**config.mk**
```make
export PLATFORM = sky130hd
export DESIGN_NAME = snn_delay_layer_flat
export DESIGN_NICKNAME = d
export VERILOG_FILES = /design/src/rtl/snn_pkg.sv /design/src/rtl/snn_delay_layer_if.sv /design/src/rtl/snn_delay_line.sv /design/src/rtl/snn_delay_layer.sv /design/src/flat_wrapper.sv
export SDC_FILE = /design/constraint.sdc
export NUM_CORES = 1
export LEC_CHECK = 0
export CAP_MARGIN = 20
export CORE_MARGIN = 8
export CORE_UTILIZATION = 62
export DETAILED_ROUTE_END_ITERATION = 12
export PLACE_DENSITY_LB_ADDON = 0.08
export SLEW_MARGIN = 20
export SYNTH_ARGS = -nofsm -noshare
export SYNTH_HDL_FRONTEND = slang
export SYNTH_SLANG_ARGS = --single-unit
```
**constraint.sdc**
```tcl
create_clock -name clk -period 6.1 [get_ports clk]
set_input_delay 0.61 -clock clk [delete_from_list [all_inputs] [get_ports clk]]
set_output_delay 0.61 -clock clk [all_outputs]
set_load 0.05 [all_outputs]
```
**src/rtl/snn_pkg.sv**
```systemverilog
// Shared types and address-map helpers for the delayed-spike LIF layer.
package snn_pkg;

  typedef enum logic [1:0] {
    IDLE  = 2'd0,
    ACCUM = 2'd1,
    FIRE  = 2'd2,
    DONE  = 2'd3
  } state_e;

  // Weights occupy addresses 0 .. n_in*n_out-1, then one delay per input, then the threshold.
  function automatic int delay_base(input int n_in, input int n_out);
    return n_in * n_out;
  endfunction

  function automatic int thresh_addr(input int n_in, input int n_out);
    return n_in * n_out + n_in;
  endfunction

  function automatic int addr_bits(input int n_in, input int n_out);
    return $clog2(thresh_addr(n_in, n_out) + 1);
  endfunction

endpackage

```
**src/rtl/snn_delay_layer_if.sv**
```systemverilog
// Step/spike handshake and configuration bus of the delayed-spike LIF layer.
// Outputs are registered in the layer; step_in while busy is dropped and flagged, never stalled.
interface snn_delay_layer_if
  import snn_pkg::*;
#(
  parameter int N_IN   = 8,
  parameter int N_OUT  = 2,
  parameter int V_BITS = 12,
  parameter int A_BITS = addr_bits(N_IN, N_OUT)
);
  logic              step_in;
  logic [N_IN-1:0]   input_spikes;
  logic              cfg_we;
  logic [A_BITS-1:0] cfg_addr;
  logic [V_BITS-1:0] cfg_wdata;
  logic [N_OUT-1:0]  output_spikes;
  logic              data_valid_out;
  logic              busy;
  logic              overrun;
  logic              cfg_err;

  modport master (
    output step_in, input_spikes, cfg_we, cfg_addr, cfg_wdata,
    input  output_spikes, data_valid_out, busy, overrun, cfg_err
  );

  modport slave (
    input  step_in, input_spikes, cfg_we, cfg_addr, cfg_wdata,
    output output_spikes, data_valid_out, busy, overrun, cfg_err
  );
endinterface

```
**src/rtl/snn_delay_line.sv**
```systemverilog
// Per-input spike history shift register with a selectable tap; 0-cycle tap read.
// Shifts only when shift_en is high; tap 0 is the most recently shifted-in spike.
module snn_delay_line #(
  parameter int DELAY_MAX = 8,
  localparam int D_BITS = $clog2(DELAY_MAX)
) (
  input  logic              clk,
  input  logic              reset,
  input  logic              shift_en,
  input  logic              spike_in,
  input  logic [D_BITS-1:0] tap_sel,
  output logic              tap_out
);

  logic [DELAY_MAX-1:0] hist_q;
  logic [DELAY_MAX-1:0] hist_d;

  always_comb begin
    hist_d = hist_q;
    if (shift_en) begin
      hist_d = {hist_q[DELAY_MAX-2:0], spike_in};
    end
  end

  always_ff @(posedge clk) begin
    if (reset) begin
      hist_q <= '0;
    end else begin
      hist_q <= hist_d;
    end
  end

  assign tap_out = hist_q[tap_sel];

endmodule

```
**src/rtl/snn_delay_layer.sv**
```systemverilog
// Delayed-spike integrate/leak/fire layer: step accepted at T gives data_valid_out at T+N_IN+2.
// No backpressure: step_in while busy is dropped and sets sticky overrun; config writes while busy are rejected.
module snn_delay_layer
  import snn_pkg::*;
#(
  parameter int N_IN           = 8,
  parameter int N_OUT          = 2,
  parameter int W_BITS         = 8,
  parameter int V_BITS         = 12,
  parameter int DELAY_MAX      = 8,
  parameter int LEAK_SHIFT     = 3,
  parameter int THRESH_DEFAULT = 150
) (
  input  logic               clk,
  input  logic               reset,
  snn_delay_layer_if.slave   bus
);

  localparam int D_BITS = $clog2(DELAY_MAX);
  localparam int A_BITS = addr_bits(N_IN, N_OUT);
  localparam int I_BITS = (N_IN > 1) ? $clog2(N_IN) : 1;
  localparam logic [A_BITS-1:0] DLY_BASE = A_BITS'(delay_base(N_IN, N_OUT));
  localparam logic [A_BITS-1:0] THR_ADDR = A_BITS'(thresh_addr(N_IN, N_OUT));
  localparam logic signed [V_BITS-1:0] V_MAX = {1'b0, {(V_BITS-1){1'b1}}};
  localparam logic signed [V_BITS-1:0] V_MIN = {1'b1, {(V_BITS-1){1'b0}}};

  state_e                    state_q, state_d;
  logic [I_BITS-1:0]         idx_q, idx_d;
  logic signed [V_BITS-1:0]  v_q [N_OUT];
  logic signed [V_BITS-1:0]  v_d [N_OUT];
  logic signed [W_BITS-1:0]  w_q [N_IN][N_OUT];
  logic signed [W_BITS-1:0]  w_d [N_IN][N_OUT];
  logic [D_BITS-1:0]         dly_q [N_IN];
  logic [D_BITS-1:0]         dly_d [N_IN];
  logic signed [V_BITS-1:0]  thr_q, thr_d;
  logic [N_OUT-1:0]          out_spk_q, out_spk_d;
  logic                      dv_q, dv_d;
  logic                      overrun_q, overrun_d;
  logic                      cfg_err_q, cfg_err_d;
  logic [N_IN-1:0]           taps;
  logic                      busy;
  logic                      shift_en;

  assign busy     = (state_q != IDLE);
  assign shift_en = (state_q == IDLE) && bus.step_in;

  for (genvar i = 0; i < N_IN; i++) begin : g_dl
    snn_delay_line #(.DELAY_MAX(DELAY_MAX)) u_delay_line (
      .clk      (clk),
      .reset    (reset),
      .shift_en (shift_en),
      .spike_in (bus.input_spikes[i]),
      .tap_sel  (dly_q[i]),
      .tap_out  (taps[i])
    );
  end

  // Sign-extended weight add with clamping to the membrane's signed range.
  function automatic logic signed [V_BITS-1:0] sat_add(
    input logic signed [V_BITS-1:0] a,
    input logic signed [W_BITS-1:0] b
  );
    logic signed [V_BITS:0] s;
    s = (V_BITS+1)'(a) + (V_BITS+1)'(b);
    if (s[V_BITS] != s[V_BITS-1]) begin
      return s[V_BITS] ? V_MIN : V_MAX;
    end
    return s[V_BITS-1:0];
  endfunction

  always_comb begin
    state_d   = state_q;
    idx_d     = idx_q;
    v_d       = v_q;
    w_d       = w_q;
    dly_d     = dly_q;
    thr_d     = thr_q;
    out_spk_d = out_spk_q;
    dv_d      = 1'b0;
    overrun_d = overrun_q | (bus.step_in & busy);
    cfg_err_d = 1'b0;

    if (bus.cfg_we) begin
      if (busy || (bus.cfg_addr > THR_ADDR)) begin
        cfg_err_d = 1'b1;
      end else begin
        for (int i = 0; i < N_IN; i++) begin
          for (int j = 0; j < N_OUT; j++) begin
            if (bus.cfg_addr == A_BITS'(i*N_OUT + j)) begin
              w_d[i][j] = bus.cfg_wdata[W_BITS-1:0];
            end
          end
          if (bus.cfg_addr == DLY_BASE + A_BITS'(i)) begin
            dly_d[i] = bus.cfg_wdata[D_BITS-1:0];
          end
        end
        if (bus.cfg_addr == THR_ADDR) begin
          thr_d = bus.cfg_wdata;
        end
      end
    end

    case (state_q)
      IDLE: begin
        if (bus.step_in) begin
          state_d = ACCUM;
          idx_d   = '0;
        end
      end
      ACCUM: begin
        if (taps[idx_q]) begin
          for (int j = 0; j < N_OUT; j++) begin
            v_d[j] = sat_add(v_q[j], w_q[idx_q][j]);
          end
        end
        if (idx_q == I_BITS'(N_IN - 1)) begin
          state_d = FIRE;
        end else begin
          idx_d = idx_q + I_BITS'(1);
        end
      end
      FIRE: begin
        // Spikes land in the output register here so they are visible alongside the DONE pulse.
        for (int j = 0; j < N_OUT; j++) begin
          if (v_q[j] >= thr_q) begin
            out_spk_d[j] = 1'b1;
            v_d[j]       = '0;
          end else begin
            out_spk_d[j] = 1'b0;
            v_d[j]       = v_q[j] - (v_q[j] >>> LEAK_SHIFT);
          end
        end
        dv_d    = 1'b1;
        state_d = DONE;
      end
      DONE: begin
        state_d = IDLE;
      end
      default: begin
        state_d = IDLE;
      end
    endcase
  end

  always_ff @(posedge clk) begin
    if (reset) begin
      state_q   <= IDLE;
      idx_q     <= '0;
      v_q       <= '{default: '0};
      w_q       <= '{default: '0};
      dly_q     <= '{default: '0};
      thr_q     <= V_BITS'(THRESH_DEFAULT);
      out_spk_q <= '0;
      dv_q      <= 1'b0;
      overrun_q <= 1'b0;
      cfg_err_q <= 1'b0;
    end else begin
      state_q   <= state_d;
      idx_q     <= idx_d;
      v_q       <= v_d;
      w_q       <= w_d;
      dly_q     <= dly_d;
      thr_q     <= thr_d;
      out_spk_q <= out_spk_d;
      dv_q      <= dv_d;
      overrun_q <= overrun_d;
      cfg_err_q <= cfg_err_d;
    end
  end

  assign bus.output_spikes  = out_spk_q;
  assign bus.data_valid_out = dv_q;
  assign bus.busy           = busy;
  assign bus.overrun        = overrun_q;
  assign bus.cfg_err        = cfg_err_q;

endmodule
```
**src/flat_wrapper.sv**
```systemverilog
// flat-port wrapper written by rule: the top's interface ports become plain ports
module snn_delay_layer_flat import snn_pkg::*;
#(
  parameter int N_IN           = 8,
  parameter int N_OUT          = 2,
  parameter int W_BITS         = 8,
  parameter int V_BITS         = 12,
  parameter int DELAY_MAX      = 8,
  parameter int LEAK_SHIFT     = 3,
  parameter int THRESH_DEFAULT = 150
)
  (clk, reset, bus_step_in, bus_input_spikes, bus_cfg_we, bus_cfg_addr, bus_cfg_wdata, bus_output_spikes, bus_data_valid_out, bus_busy, bus_overrun, bus_cfg_err);
  snn_delay_layer_if #(.N_IN(N_IN), .N_OUT(N_OUT), .V_BITS(V_BITS)) bus_i ();
  input  logic clk;
  input  logic reset;
  input wire logic [$bits(bus_i.step_in)-1:0] bus_step_in;
  input wire logic [$bits(bus_i.input_spikes)-1:0] bus_input_spikes;
  input wire logic [$bits(bus_i.cfg_we)-1:0] bus_cfg_we;
  input wire logic [$bits(bus_i.cfg_addr)-1:0] bus_cfg_addr;
  input wire logic [$bits(bus_i.cfg_wdata)-1:0] bus_cfg_wdata;
  output wire logic [$bits(bus_i.output_spikes)-1:0] bus_output_spikes;
  output wire logic [$bits(bus_i.data_valid_out)-1:0] bus_data_valid_out;
  output wire logic [$bits(bus_i.busy)-1:0] bus_busy;
  output wire logic [$bits(bus_i.overrun)-1:0] bus_overrun;
  output wire logic [$bits(bus_i.cfg_err)-1:0] bus_cfg_err;
  assign bus_i.step_in = bus_step_in;
  assign bus_i.input_spikes = bus_input_spikes;
  assign bus_i.cfg_we = bus_cfg_we;
  assign bus_i.cfg_addr = bus_cfg_addr;
  assign bus_i.cfg_wdata = bus_cfg_wdata;
  assign bus_output_spikes = bus_i.output_spikes;
  assign bus_data_valid_out = bus_i.data_valid_out;
  assign bus_busy = bus_i.busy;
  assign bus_overrun = bus_i.overrun;
  assign bus_cfg_err = bus_i.cfg_err;
  snn_delay_layer #(.N_IN(N_IN), .N_OUT(N_OUT), .W_BITS(W_BITS), .V_BITS(V_BITS), .DELAY_MAX(DELAY_MAX), .LEAK_SHIFT(LEAK_SHIFT), .THRESH_DEFAULT(THRESH_DEFAULT)) u_core (.clk(clk), .reset(reset), .bus(bus_i));
endmodule
```
==> results.ini, run 1 <==
[finish]
final_common_cell = dfxtp_1
layout-drive-gt1-share_pct = 9.53
areaGrowthSynthToFinish_pct = 9.63
num-fill-cells = 1712
finalNetCount = 1612
mostFrequentLayoutCells = dfxtp_1 (261), nand2_1 (202), nor2_1 (183), mux2i_1 (144), a21oi_1 (139)
diodes = 0
seq_area_mm2 = 0.00525
multi_input_area_mm2 = 0.00801

[logic_synthesis]
synth_ff_type = dfxtp_1
netlist_area_mm2 = 0.0138
ys_ff_latch = 262
syn-instance-count = 1519
synth-edff-count = 0
ys_top_cells_by_area = dfxtp_1 (38%), mux2i_1 (10%), mux4_2 (7.7%)
synth_fp_nets = 1629
synth_cell_types = 64
async_flop_share_pct = 0
ys_seq_area_share_pct = 38.0
yosys_warnings = 0
synth_largest_area_cell = dfxtp_1
synth_top_area_share_pct = 38.0
syn_area_per_cell_um2 = 9.09

[critical_path]
startpoint_type = register
cp_data_required_time_ns = 6.51
path_cells = mux4_2, mux2i_1, inv_1, ha_1, a21oi_1, o2111ai_1, a31o_2, a21oi_1, o21ai_0, xor2_1, ha_1, o211ai_1, o21ai_0, a22oi_1, a211oi_2
worst-setup-path-type = reg2reg
cp-end-kind = register
path_buf_inv = 1
crit_path_top_delay_cell = dfxtp_2
cpPeakStageDelay_ns = 0.73
crit_family = compound AO/OA/AOI/OAI gates
critPathArrivalTime_ns = 5.13
path_max_fanout = 17

[clock_tree]
root_buffer = clkbuf_16
htree_levels = 1
cts_hold_buffers = 0
clkTransAtPathRegs_ns = 0.06
clkLatencyLatePin_ns = 0.56
cts_tree = built
cts_buffers = 28
clock_sinks = 262
clockBufferDepth = 3
post-cts-setup-buffer-count = 0
postCtsResizedCells = 0

[timing]
tns_ns = 0
period_needed_ns = 4.72
finalSetupViolations = 0
grt_setup_unrepaired = false
hold_viol_final = 0
worst_slew_pin_slew_ns = 1.16
finClkSkew_ns = 0.0126
fmax_mhz = 212
drv_slew = 0
max_slew_margin_pct = 22.5
finalCritPeriodShare_pct = 77.4

[floorplanning]
start_util_pct = 63.3
dieArea_mm2 = 0.0273
core.rowCount = 54
ioPinCount = 35
chipHeight_um = 165
core_area_mm2 = 0.0218
die_w_um = 165

[power]
peakVddDrop_mv = 0.263
p_total_uw = 5510
cellLeakagePower_uw = 0.00595
power_density_mw_per_mm2 = 364

[placement]
dp_hpwl_mm = 21.8
gp_congestion = 0.880
port_buffers = 34

[global_route]
grt_max_degree = 108
track_usage_pct = 24.0
antenna_found_initial = 0
first_global_vias = 10400
grt_overflow = 0
grt_pass1_wl_mm = 53.6

[flow_run]
drv_cap = 0

[detailed_routing]
vias_per_cell = 6.07
route.vias.total = 10900
first_iter_violations = 915
drt-wirelength-per-cell_um = 18.2
drc = 0
antenna_left = 0
wl_mm = 32.8
dr.pass1.iters = 5

[outcome]
status = completed

[hold_path]
hp-class = reg2reg

[Yosys cell counts (8+ instances only)]
master and n:
dfxtp_1 262, nand2_1 203, nor2_1 184, mux2i_1 144, a21oi_1 139, clkbuf_1 78
ha_1 77, inv_1 55, mux4_2 47, nand3_1 44, o21ai_0 27, xnor2_1 22
nor3_1 19, mux2_2 15, nor2b_1 11, or3_1 11, a21o_1 10, a221oi_1 10
nand2b_1 9, o211ai_1 8, o21a_1 8, xor2_1 8
[flip-flops by register name, indices dropped and copies added, names as in the netlist]
register	cells
u_core.idx_q	3
u_core.bus.output_spikes	2
u_core.state_q	2
u_core.bus.data_valid_out	1
u_core.w_q	128
u_core.bus.cfg_err	1
u_core.v_q	24
u_core.dly_q	24
u_core.g_dl.u_delay_line.hist_q	64
u_core.thr_q	12
u_core.bus.overrun	1
[per-layer routing]
layer	GRT usage [%]	part of all wire [%]	wire, µm
met1	33.4	47	15400
met2	37.6	44	14600
met3	3.84	6.1	1990
met4	7.94	2.5	833
met5	0	0	0
[path summary, 6_finish.rpt]
check | start | endpoint | slack [ns] | cells after the start
max | u_core.idx_q[0]$_SDFFE_PP0P_ | u_core.v_q[8]$_SDFFE_PP0P_ | 1.38 | 15
min | u_core.g_dl[3].u_delay_line.hist_q[7]$_SDFFE_PP0P_ | u_core.g_dl[3].u_delay_line.hist_q[7]$_SDFFE_PP0P_ | 0.45 | 2
max reg2reg | u_core.idx_q[0]$_SDFFE_PP0P_ | u_core.v_q[8]$_SDFFE_PP0P_ | 1.38 | 15
min reg2reg | u_core.g_dl[3].u_delay_line.hist_q[7]$_SDFFE_PP0P_ | u_core.g_dl[3].u_delay_line.hist_q[7]$_SDFFE_PP0P_ | 0.45 | 2
[worst register-to-register path: stages (launching register included)]
cell,delay (ns)
dfxtp_2,0.73
mux4_2,0.58
mux2i_1,0.27
inv_1,0.09
ha_1,0.30
a21oi_1,0.23
o2111ai_1,0.22
a31o_2,0.29
a21oi_1,0.22
o21ai_0,0.15
xor2_1,0.17
ha_1,0.39
o211ai_1,0.38
o21ai_0,0.20
a22oi_1,0.26
a211oi_2,0.10
[where the power goes]
part	switching, µW	internal [µW]
registers	120	1800
clock network	705	992
logic	1150	741
total	1970	3530
[metrics by stage]
stage          setup WS (ns)  instance area [µm²]  hold WS [ns]  cells  utilization [%]
2_1_floorplan           1.48                13800         0.432   1519                -
3_3_place_gp            1.44                14200         0.440   1752             65.2
3_5_place_dp            1.34                14200         0.443   1752             65.2
4_1_cts                 1.37                15200         0.454   1801             69.4
5_1_grt                0.861                15100         0.473   1801             69.4
6_report                1.38                15100         0.453   1801             69.4
[area by class of cell]
type,count,share of cell area (%)
clock buffers,40,5.25
clock inverters,9,0.835
inverters,55,1.36
multi-input cells,1110,52.9
flip-flops and latches,262,34.6
well taps,280,2.31
repair buffers,45,2.72
[cells by family (layout without fill, tap and decap cells)]
kind of cell / count (synthesis) / count (layout) / synth area share, %
buffers and inverters: 147 / 149 / 4.24
AOI/OAI and AO/OA: 274 / 274 / 12.7
DFF: 262 / 262 / 38.0
and+or+nand+nor: 518 / 518 / 16.1
xor gates and xnor gates: 30 / 30 / 1.90
adders and majority gates: 81 / 81 / 7.55
muxes: 207 / 207 / 19.5
Note: power is estimated with default switching activity, not from simulation.
==> inputs of run 2 (changes only) <==
--- a/config.mk
+++ b/config.mk
@@ -7,7 +7,7 @@
 export LEC_CHECK = 0
 export CAP_MARGIN = 20
 export CORE_MARGIN = 8
-export CORE_UTILIZATION = 62
+export CORE_UTILIZATION = 56
 export DETAILED_ROUTE_END_ITERATION = 12
 export PLACE_DENSITY_LB_ADDON = 0.08
 export SLEW_MARGIN = 20
==> constraint.sdc (replaced) <==
create_clock -name clk -period 4.25 [get_ports clk]
set_input_delay 0.425 -clock clk [delete_from_list [all_inputs] [get_ports clk]]
set_output_delay 0.425 -clock clk [all_outputs]
set_load 0.05 [all_outputs]
==> run 2 against run 1 <==
  * Flip-flop and latch count is the same
  * Via count down 1.2%
  * Setup slack lost 1.2 ns
  * Fmax is 15% higher
  * Utilization decreased by 5.8 points
  * Power is 47% higher
  * Sequential power is 43% higher
  * Sequential share of layout area down 0.59 points
  * Clock-buffer cell count grew 3
==> results.ini, run 2 (synthesis results as in run 1) <==
[outcome]
status = completed

[finish]
mostFrequentLayoutCells = dfxtp_1 (260), nand2_1 (202), nor2_1 (184), mux2i_1 (144), a21oi_1 (137)
areaGrowthSynthToFinish_pct = 11.6
post-route-util_pct = 63.6
finalNetCount = 1629
largest_register = u_core.w_q
top_regs = u_core.w_q (128), u_core.g_dl.u_delay_line.hist_q (64)
final_common_cell = dfxtp_1
largest_reg_flops = 128
num-fill-cells = 2088
layout-drive-gt1-share_pct = 10.7

[placement]
dp_hpwl_mm = 22.6
port_buffers = 34
gp_congestion = 0.849

[power]
power_density_mw_per_mm2 = 524
switchingPower_uw = 2850
power_frac_comb_pct = 34.7
clockPowerShare_pct = 31.2
power.share.switching_pct = 35.2
p_int_uw = 5230
cellLeakagePower_uw = 0.00606
p_total_uw = 8070
p_seq_share_pct = 34.1
peakVddDrop_mv = 0.321

[detailed_routing]
first_iter_violations = 727
route.vias.total = 10800
drt-wirelength-per-cell_um = 17.8
antenna_left = 0
wl_mm = 33.1
drc = 0
vias_per_cell = 5.79
dr.pass1.iters = 5

[floorplanning]
die_w_um = 173
dieArea_mm2 = 0.0299
chipHeight_um = 173
core.rowCount = 57
ioPinCount = 35
start_util_pct = 57.0
core_area_mm2 = 0.0242

[timing]
drv_slew = 0
tns_ns = 0
grt_setup_unrepaired = false
finalSetupViolations = 0
period_needed_ns = 4.10
max_slew_margin_pct = 31.6
worst_slew_pin_slew_ns = 1.02
fmax_mhz = 244
finalCritPeriodShare_pct = 96.6
hold_viol_final = 0
finClkSkew_ns = 0.00884

[clock_tree]
cts_buffers = 29
htree_levels = 1
clkLatencyLatePin_ns = 0.54
clockBufferDepth = 3
clkTransAtPathRegs_ns = 0.06
clock_sinks = 262
cts_tree = built
cts_hold_buffers = 0
root_buffer = clkbuf_16

[global_route]
gr-max-usage-layer = met2
antenna_found_initial = 0
grt_max_degree = 116
use_met2_pct = 35.3
grt_overflow = 0
first_global_vias = 10400
grtUsageMet1_pct = 29.6
grt_util_met3_pct = 3.09
grt_pass1_wl_mm = 54.2
track_usage_pct = 21.5

[critical_path]
startpoint_type = register
cp_data_required_time_ns = 4.64
r2r_start = u_core.idx_q[0]$_SDFFE_PP0P_
critPathArrivalTime_ns = 4.49
path_max_fanout = 14
worst-setup-path-type = reg2reg
cp-end-kind = register
crit_start = u_core.idx_q[0]$_SDFFE_PP0P_

[flow_run]
drv_cap = 0

[hold_path]
hp-class = in2reg
hold_path.startpoint = bus_input_spikes[1]

[run 2: changes by cell type in the layout (fill, tap and decap cells not counted), sizes merged]
cell,previous run,this run
clkbuf,41,44
clkdlybuf4s50,30,33
buf,14,27
inv,55,56
diode,0,1
clkinv,6,4
clkinvlp,1,2
[run 2: routing by layer]
layer | wire length [µm] | up-vias
met4 | 538 | 0
li1 | - | 5376
met2 | 15400 | 218
met1 | 15600 | 5160
met3 | 1550 | 44
met5 | 0 | -
[run 2: final cells by class]
class / instances / area, µm² / share of cell area [%]
Multi-Input combinational cell: 1110 / 8020 / 52.0
Tap cell: 324 / 405 / 2.63
Inverter: 55 / 206 / 1.34
Timing Repair Buffer: 61 / 572 / 3.71
Sequential cell: 262 / 5250 / 34.1
Clock buffer: 43 / 858 / 5.57
Antenna cell: 1 / 2.50 / 0.0162
Clock inverter: 9 / 108 / 0.698
[run 2: critical path, stage by stage, from the launching register on]
cell and delay [ns]:
dfxtp_4 0.39, buf_12 0.18, mux4_2 0.50, mux2_2 0.30, ha_1 0.37, nand3_1 0.11, o2111ai_1 0.25, a31o_2 0.21
a21oi_2 0.07, o21ai_1 0.16, xor2_1 0.22, ha_1 0.28, o211ai_1 0.22, buf_4 0.22, a21boi_0 0.23, o221a_2 0.22
nor3_1 0.04
[run 2: what timing repair did]
item,in CTS,in global routing
resized for setup,0,7
buffers inserted,0,2
endpoints found under the hold margin,0,0
setup endpoints to repair,0,13
[run 2: final timing paths]
check | to | slack (ns) | cells past startpoint
worst min register to register | u_core.g_dl[7].u_delay_line.hist_q[7]$_SDFFE_PP0P_ | 0.45 | 2
worst max-delay path | u_core.v_q[0]$_SDFFE_PP0P_ | 0.15 | 16
worst max register to register | u_core.v_q[0]$_SDFFE_PP0P_ | 0.15 | 16
worst min-delay path | u_core.g_dl[1].u_delay_line.hist_q[0]$_SDFFE_PP0P_ | 0.44 | 3
[run 2: power by group through the flow]
| stage | Clock [µW] | Combinational (µW) | Sequential, µW |
|---|---|---|---|
| 2_1_floorplan | 0 | 2160 | 2770 |
| 3_3_place_gp | 0 | 2700 | 2810 |
| 3_5_place_dp | 0 | 2730 | 2810 |
| 4_1_cts | 2550 | 2750 | 2750 |
| 5_1_grt | 2680 | 3110 | 2770 |
| 6_report | 2520 | 2800 | 2750 |
[run 2: per-stage QoR]
stage	hold WS, ns	area (µm²)	instances	setup slack (ns)
6_report	0.436	15400	1865	0.146
5_1_grt	0.436	15400	1864	0.00165
4_1_cts	0.424	15400	1862	0.100
3_5_place_dp	0.445	14400	1810	0.112
3_3_place_gp	0.439	14400	1810	0.161
2_1_floorplan	0.432	13800	1519	0.0768
==> inputs of run 3 (changes only) <==
--- a/config.mk
+++ b/config.mk
@@ -10,6 +10,7 @@
 export CORE_UTILIZATION = 56
 export DETAILED_ROUTE_END_ITERATION = 12
 export PLACE_DENSITY_LB_ADDON = 0.08
+export SETUP_SLACK_MARGIN = 0.5
 export SLEW_MARGIN = 20
 export SYNTH_ARGS = -nofsm -noshare
 export SYNTH_HDL_FRONTEND = slang
==> run 3 against run 2 <==
  * Clock-buffer cell count unchanged
  * Critical path depth stayed put
  * Non-clock buffer count increased by 10
  * Die area did not move
  * Utilization increased by 1.2 points
  * Fmax increased by 8.6%
  * Wire length rose by 1.7%
  * Sequential power about the same
==> results.ini, run 3 (synthesis results as in run 1) <==
[finish]
layout-drive-gt1-share_pct = 13.8
finalNetCount = 1638
areaGrowthSynthToFinish_pct = 13.8
fin_cells = 1871
largest_register = u_core.w_q
final_common_cell = dfxtp_1
top_regs = u_core.w_q (128), u_core.g_dl.u_delay_line.hist_q (64)
diodes = 0
largest_reg_flops = 128
mostFrequentLayoutCells = dfxtp_1 (259), nand2_1 (201), nor2_1 (182), mux2i_1 (142), a21oi_1 (132)

[clock_tree]
clkLatencyLatePin_ns = 0.55
root_buffer = clkbuf_16
cts_tree = built
clock_sinks = 262
clkTransAtPathRegs_ns = 0.06
htree_levels = 1
cts_buffers = 28
clockBufferDepth = 3
cts_hold_buffers = 0

[hold_path]
hp-class = in2reg
min_delay_path_depth = 2
min_to = u_core.thr_q[0]$_SDFFE_PP0P_
hold_path.startpoint = reset

[critical_path]
cp_data_required_time_ns = 4.71
startpoint_type = register
critPathArrivalTime_ns = 4.24
worst-setup-path-type = reg2reg
reg2reg_depth = 16
r2r_end = u_core.v_q[4]$_SDFFE_PP0P_
r2r_start = u_core.idx_q[0]$_SDFFE_PP0P_
path_max_fanout = 6
rrSetupSlack_ns = 0.47
cp-end-kind = register

[detailed_routing]
drt-wirelength-per-cell_um = 18.0
first_iter_violations = 728
drc = 0
route.vias.total = 11000
antenna_left = 0
vias_per_cell = 5.87
wl_mm = 33.7
dr.pass1.iters = 5

[timing]
fmax_mhz = 265
period_needed_ns = 3.78
finClkSkew_ns = 0.0172
tns_ns = 0
max_slew_margin_pct = 30.1
worst_slew_pin_slew_ns = 1.04
finalSetupViolations = 0
finalCritPeriodShare_pct = 88.9
grt_setup_unrepaired = true
hold_viol_final = 0
drv_slew = 0

[floorplanning]
core_area_mm2 = 0.0242
ioPinCount = 35
core.rowCount = 57
chipHeight_um = 173
dieArea_mm2 = 0.0299
die_w_um = 173
start_util_pct = 57.0

[outcome]
status = completed

[global_route]
grt_overflow = 0
grt_max_degree = 93
grt_pass1_wl_mm = 55.1
first_global_vias = 10600
track_usage_pct = 21.8
antenna_found_initial = 0

[power]
power_density_mw_per_mm2 = 516
peakVddDrop_mv = 0.306
cellLeakagePower_uw = 0.00610

[placement]
port_buffers = 34
dp_hpwl_mm = 22.6
gp_congestion = 0.855
place_inst = 1806

[flow_run]
drv_cap = 0

-- run 3: changes by cell type in the layout (fill, tap and decap cells not counted), moves of 5 or more --
| cell | previous run | this run |
|---|---|---|
| a21oi_1 | 137 | 132 |
| a221oi_1 | 10 | 4 |
| a221oi_2 | 0 | 6 |
| buf_4 | 25 | 30 |
| ha_1 | 77 | 69 |
| ha_4 | 0 | 7 |
| mux2_2 | 15 | 10 |
| mux2_4 | 0 | 5 |
-- run 3: what timing repair did --
item | 4_1_cts | 5_1_grt
resized for setup | 16 | 51
gates cloned | 0 | 2
buffers inserted | 6 | 8
setup endpoints to repair | 22 | 22
pin swaps | 3 | 16
-- run 3: layout make-up --
type,instances,area (µm²)
sequential,262,5250
fill,2051,8530
inverter,55,206
clock buffer,43,838
multi-input combinational,1110,8310
tap,324,405
clock inverter,6,30.0
timing repair buffer,71,672
-- run 3: where the power goes --
group	total, µW	internal, µW	switching [µW]
logic	3030	1250	1780
registers	2760	2590	172
clock network	2320	1340	975
total	8110	5180	2930
-- run 3: worst max path at each step --
stage,startpoint,cells past startpoint,to,slack (ns)
global route,u_core.idx_q[0]$_SDFFE_PP0P_,16,u_core.v_q[1]$_SDFFE_PP0P_,0.32
detailed placement,u_core.idx_q[0]$_SDFFE_PP0P_,16,u_core.v_q[4]$_SDFFE_PP0P_,0.19
CTS,u_core.idx_q[0]$_SDFFE_PP0P_,16,u_core.v_q[4]$_SDFFE_PP0P_,0.46
finish,u_core.idx_q[0]$_SDFFE_PP0P_,16,u_core.v_q[4]$_SDFFE_PP0P_,0.47
global placement,u_core.idx_q[0]$_SDFFE_PP0P_,15,u_core.v_q[4]$_SDFFE_PP0P_,0.26
floorplan,u_core.idx_q[0]$_SDFFE_PP0P_,17,u_core.v_q[4]$_SDFFE_PP0P_,0.43
-- run 3: metal layers --
layer	vias to the layer above	routed length (µm)	GRT usage, %
li1	5400	-	-
met1	5298	15900	30.1
met4	0	632	5.25
met5	-	0	0
met3	49	1450	2.40
met2	239	15700	36.1
-- run 3: through the flow --
stage | total power, µW | utilization [%] | cell area (µm²) | hold slack (ns) | setup WS [ns]
after floorplan | 4990 | - | 13900 | 0.432 | 0.427
after global placement | 5490 | 59.3 | 14400 | 0.440 | 0.262
after detailed placement | 5540 | 59.4 | 14400 | 0.446 | 0.191
after CTS | 7920 | 63.5 | 15400 | 0.417 | 0.460
after global routing | 8570 | 64.8 | 15700 | 0.439 | 0.318
final | 8110 | 64.8 | 15700 | 0.413 | 0.472
-- run 3: critical path: stages, from the launching register on --
cell and delay, ns:
dfxtp_4 0.39, buf_12 0.13, mux4_2 0.49, mux2_2 0.31, ha_2 0.24, nor3_4 0.15
o2111ai_2 0.13, a31o_2 0.24, a21oi_2 0.16, o21ai_1 0.08, xor2_1 0.17, ha_1 0.34
o211ai_1 0.13, buf_4 0.18, a21boi_2 0.15, o221a_2 0.27, nor3_1 0.11
